### config.mk
export PLATFORM = sky130hd
export DESIGN_NAME = cnn_stream_feeder
export DESIGN_NICKNAME = d
export VERILOG_FILES = /design/src/rtl/cnn_stream_feeder.sv
export SDC_FILE = /design/constraint.sdc
export NUM_CORES = 2
export LEC_CHECK = 0
export ABC_AREA = 1
export ABC_CLOCK_PERIOD_IN_PS = 4100
export CORE_UTILIZATION = 52
export DETAILED_ROUTE_END_ITERATION = 8
export PLACE_DENSITY = 0.68
export SYNTH_ARGS = -nofsm -noshare
export SYNTH_HDL_FRONTEND = slang
export SYNTH_SLANG_ARGS = --single-unit
### constraint.sdc
create_clock -name clk -period 4.1 [get_ports clk]
set_clock_uncertainty 0.15 [all_clocks]
set_input_delay 0.41 -clock clk [delete_from_list [all_inputs] [get_ports clk]]
set_output_delay 0.41 -clock clk [all_outputs]
set_load 0.01 [all_outputs]
### src/rtl/cnn_stream_feeder.sv
// cnn_stream_feeder: replays preloaded word/gap sequences into per-channel buffer write ports.
module cnn_stream_feeder #(
  parameter int DATA_WIDTH = 18,
  parameter int DEPTH      = 32,
  parameter int NUM_CH     = 3,
  parameter int GAP_WIDTH  = 8,
  parameter int ADDR_WIDTH = $clog2(DEPTH),
  parameter int CH_WIDTH   = (NUM_CH > 1) ? $clog2(NUM_CH) : 1
) (
  input  logic                         clk,
  input  logic                         reset,
  input  logic                         load_en,
  input  logic [CH_WIDTH-1:0]          load_ch,
  input  logic [ADDR_WIDTH-1:0]        load_addr,
  input  logic [DATA_WIDTH-1:0]        load_data,
  input  logic [GAP_WIDTH-1:0]         load_gap,
  input  logic                         cfg_len_wen,
  input  logic [CH_WIDTH-1:0]          cfg_ch,
  input  logic [ADDR_WIDTH:0]          cfg_len,
  input  logic                         loop_mode,
  input  logic                         start,
  input  logic                         abort,
  output logic [NUM_CH*DATA_WIDTH-1:0] out_data,
  output logic [NUM_CH-1:0]            out_wen,
  input  logic [NUM_CH-1:0]            in_ready,
  output logic                         busy,
  output logic                         done
);
  typedef enum logic [1:0] {IDLE, GAP, DRIVE, FIN} st_t;
  localparam logic [ADDR_WIDTH:0] DEPTH_L = (ADDR_WIDTH+1)'(DEPTH);
  localparam logic [CH_WIDTH:0]   NCH_L   = (CH_WIDTH+1)'(NUM_CH);

  logic busy_q, busy_d, done_q, done_d, loop_q, go, ret;
  logic [NUM_CH-1:0] fin;
  logic [ADDR_WIDTH:0] len_q [NUM_CH];
  logic [DATA_WIDTH-1:0] dmem [NUM_CH][DEPTH];
  logic [GAP_WIDTH-1:0] gmem [NUM_CH][DEPTH];

  assign busy = busy_q;
  assign done = done_q;

  // done_q doubles as the cycle that sends every finished channel back to IDLE
  always_comb begin
    go     = start & ~abort & ~busy_q;
    ret    = abort | done_q;
    busy_d = ret ? 1'b0 : (go ? 1'b1 : busy_q);
    done_d = busy_q & (&fin) & ~done_q & ~abort;
  end

  always_ff @(posedge clk) begin
    if (reset) begin
      busy_q <= 1'b0;
      done_q <= 1'b0;
      loop_q <= 1'b0;
      for (int i = 0; i < NUM_CH; i++) len_q[i] <= '0;
    end else begin
      busy_q <= busy_d;
      done_q <= done_d;
      loop_q <= go ? loop_mode : loop_q;
      if (cfg_len_wen && !busy_q && ({1'b0, cfg_ch} < NCH_L))
        len_q[cfg_ch] <= (cfg_len > DEPTH_L) ? DEPTH_L : cfg_len;
    end
  end

  // Sequence memory is deliberately left out of reset
  always_ff @(posedge clk) begin
    if (load_en && !busy_q && ({1'b0, load_ch} < NCH_L) && ({1'b0, load_addr} < DEPTH_L)) begin
      dmem[load_ch][load_addr] <= load_data;
      gmem[load_ch][load_addr] <= load_gap;
    end
  end

  for (genvar c = 0; c < NUM_CH; c++) begin : g_ch
    st_t st_q, st_d;
    logic [ADDR_WIDTH-1:0] idx_q, idx_d, nidx;
    logic [GAP_WIDTH-1:0] cnt_q, cnt_d, ngap;
    logic last;
    always_comb begin
      last  = ({1'b0, idx_q} + 1'b1) == len_q[c];
      nidx  = last ? '0 : idx_q + 1'b1;
      ngap  = gmem[c][nidx];
      st_d  = st_q;
      idx_d = idx_q;
      cnt_d = cnt_q;
      if (ret) st_d = IDLE;
      else case (st_q)
        IDLE: if (go) begin
          idx_d = '0;
          cnt_d = gmem[c][0];
          st_d  = (len_q[c] == 0) ? FIN : ((gmem[c][0] != 0) ? GAP : DRIVE);
        end
        GAP: begin
          cnt_d = cnt_q - 1'b1;
          st_d  = (cnt_q == 1) ? DRIVE : GAP;
        end
        DRIVE: if (in_ready[c]) begin
          idx_d = nidx;
          cnt_d = ngap;
          st_d  = (last && !loop_q) ? FIN : ((ngap != 0) ? GAP : DRIVE);
        end
        default: ;
      endcase
    end
    always_ff @(posedge clk) begin
      if (reset) begin
        st_q  <= IDLE;
        idx_q <= '0;
        cnt_q <= '0;
      end else begin
        st_q  <= st_d;
        idx_q <= idx_d;
        cnt_q <= cnt_d;
      end
    end
    assign fin[c]     = st_q == FIN;
    assign out_wen[c] = st_q == DRIVE;
    assign out_data[c*DATA_WIDTH +: DATA_WIDTH] = (st_q == DRIVE) ? dmem[c][idx_q] : '0;
  end
endmodule

==> impl_results.md <==
- Max Fclk: roughly 250 MHz
- Final Critical Period: around 4.1 ns
- Gate Count Post-Synth: between 8k and 9k
- Die ar.: between 0.2 and 0.25 mm^2
- H-tree Lvls: 4
- Flops & latches, synth: roughly 2.6k
- Worst slew pin tran: around 1.3 ns
- Synth top area share: 72.5%
- Crit path buffers/inverters: 4
- Crit path max-delay cell type: clkdlybuf4s50_1
- WL final: between 300 and 400 mm
- Yosys top cell by area: edfxtp_1
- Status: complete, no violations
- Crit end category: output port
- Worst hold margin: roughly 0.027 ns
- Clock buffer depth: 3
- CP Class: flop to output port
- Fillers: between 10k and 15k
- RSZ-0062 raised after global routing: yes
- Num ports: between 100 and 150
- Final HPWL DP: ~170 mm
- TritonCTS clock tree: built
- Detail Route Antenna Nets: 0
- Starting Density: 52.5%
- DRT iter0 DRCs: approximately 9.9k
- Total grt overflow: 0
- CP required: around 3.5 ns
- Fin crit share: between 90% and 100%
- Chip Width: 449 um
- Total track usage: 30.1%
- Worst rel slew slack: around 16%
- Fin cells: around 11k
- CTS Buf Count: 241
- Slew Limit Fails: 0
- Final setup violation count: 0
- Critical-path cell list: buf_4 > buf_12 > o21ai_0 > o22ai_1 > nor2_1 > o311ai_0 > buf_4 > nand2_1 > a21oi_1 > clkdlybuf4s50_1
- Critical path's top delay family: buffers and inverters
- Hold Crit Class: input port to flop
- Clock sinks: between 2k and 3k
- CP Max Fanout: 52
- Placed instance count: roughly 11k
- Syn avg cell area: ~13 um^2
- Final Util: 60.5%
- Initial antenna violation count: 11
- Worst-path clk slew: around 0.06 ns
- Yosys warns: 0
- Routed WL per cell: ~28 um
- PwrDens: 435 mW/mm^2
- Nets: between 8k and 9k
- Sequential cell area fraction in the yosys report: 73.5%
- First-pass GRT wire length: between 400 and 500 mm
- Top cells by area, synth: edfxtp_1, nor2_1, o21ai_0
- Netlist cell types: between 40 and 50
- Lkg Pwr: approximately 41 nW
- Area occupied by multi-input gates: approximately 0.025 mm^2
- Final hold violations: 0
- Net count after synthesis: 8,289
- Share of cells above drive strength 1: approximately an eighth
- Clock Latency Late Sink: ~0.9 ns
- TritonRoute pass-1 iters: 6
- Vias/cell: roughly 6.4
- Critical Path AT: 3.51 ns
- DRC Markers: 0
- Worst path max stage delay: 0.56 ns
- Routability cong.: ~0.94
- Placeable Area: 0.198 mm^2
- Row count: about 160
- Register area: roughly 0.076 mm^2
- Vias in the first global route: roughly 68k
- IO buf count: 109
- CP dominant cell by count: buf_4
- Synth Cell Area: 0.104 mm^2
- Synth-to-Final Area Change: 15.2%
- Vias: about 71k
- MaxCap Viol Count: 0
- Clock Tree Root: clkbuf_16
- Peak supply drop: about 0.00044 V
- CP Launch Type: flop
- Pin count of the biggest net entering global routing: between 100 and 150
- Die height: ~450 um
[cell families after synthesis]
group / count (synthesis) / synth area share (%)
AOI/OAI and AO/OA: 1703 / 10.2
xor gates and xnor gates: 9 / 0.0758
adders and majority gates: 24 / 0.289
buffers and inverters: 946 / 3.58
DFF: 2562 / 73.5
and+or+nand+nor: 2970 / 12.4
[placed cells by master, fill, tap and decap left out, types with 84 or more instances in the layout]
cell type	instances
buf_4	256
clkbuf_16	256
edfxtp_1	2514
inv_1	356
nand2_1	645
nand3_1	770
nand3b_1	120
nor2_1	1168
nor2_4	86
o21ai_0	938
o221ai_1	341
o22ai_1	106
or2_2	84
[power breakdown]
part / switching, W / internal [W] / leakage, nW
Clock: 0.00964 / 0.0124 / 3.75
Combinational: 0.000955 / 0.000242 / 13.8
Sequential: 0.0000348 / 0.0288 / 23.0
Total: 0.0106 / 0.0415 / 40.6
[sequential cells by signal (all words and copies together) (netlist names)]
register / cells
len_q: 18
gmem: 768
dmem: 1728
g_ch.cnt_q: 24
done: 1
g_ch.st_q: 6
g_ch.idx_q: 15
loop_q: 1
busy: 1
[per-stage QoR]
stage          setup WS [ns]  cell area (um^2)  total power, W  TNS (ns)
2_1_floorplan           1.13            104000          0.0298         0
3_3_place_gp           0.393            110000          0.0305         0
3_5_place_dp           0.302            110000          0.0305         0
4_1_cts               -0.132            119000          0.0522    -0.259
5_1_grt               -0.114            120000          0.0533    -0.491
6_report              0.0273            120000          0.0521         0
[cells in the mapped netlist, drive strengths merged]
cell type and number:
ha 24, nor2 1272, xnor2 2, buf 117
dfxtp 48, nand2 659, a221oi 17, clkbuf 451
o211ai 36, o221ai 343, a21oi 69, clkinv 4
o21ai 952, a41oi 1, nor3 19, or4 1
nand3b 120, nand4 10, o2111ai 73, o311ai 25
nor4 7, a31oi 75, o22ai 109, nand3 798
inv 374, edfxtp 2514, o31ai 1, or2 84
a211oi 2, xor2 7
[cell type report]
type	instances	area share (%)
clock buffer	305	5.36
antenna	11	0.0230
multi-input combinational	4706	20.9
timing repair inverter	1	0.00940
clock inverter	136	1.09
inverter	378	1.25
timing repair buffer	480	4.76
tap	2640	2.76
sequential	2562	63.8
[repair_timing]
| action | in CTS | in global routing |
|---|---|---|
| gates cloned | 21 | 9 |
| endpoints found under the setup margin | 53 | 45 |
| pin swaps | 15 | 22 |
| hold buffers | 14 | 0 |
| setup buffers | 13 | 8 |
| gates resized for setup | 144 | 91 |
| hold endpoints to repair | 396 | 0 |
[metal layers]
| layer | wire, um | GRT usage, % | vias to the layer above |
|---|---|---|---|
| met5 | 27 | 0 | - |
| met4 | 14500 | 13.8 | 3 |
| met2 | 145000 | 47.0 | 4402 |
| met3 | 33900 | 5.57 | 717 |
| li1 | - | - | 30800 |
| met1 | 119000 | 41.1 | 35500 |
[worst paths after layout]
check	startpoint	endpoint	slack, ns	cells after the start
max	g_ch[0].idx_q[0]	out_data[17]	0.03	10
min	load_gap[0]	gmem[2][176]	0.03	1
max reg2reg	g_ch[0].idx_q[0]	g_ch[0].st_q[1]	0.22	24
min reg2reg	g_ch[1].cnt_q[7]	g_ch[1].cnt_q[7]	0.32	2
No activity file was read; power rests on OpenSTA's default activity.
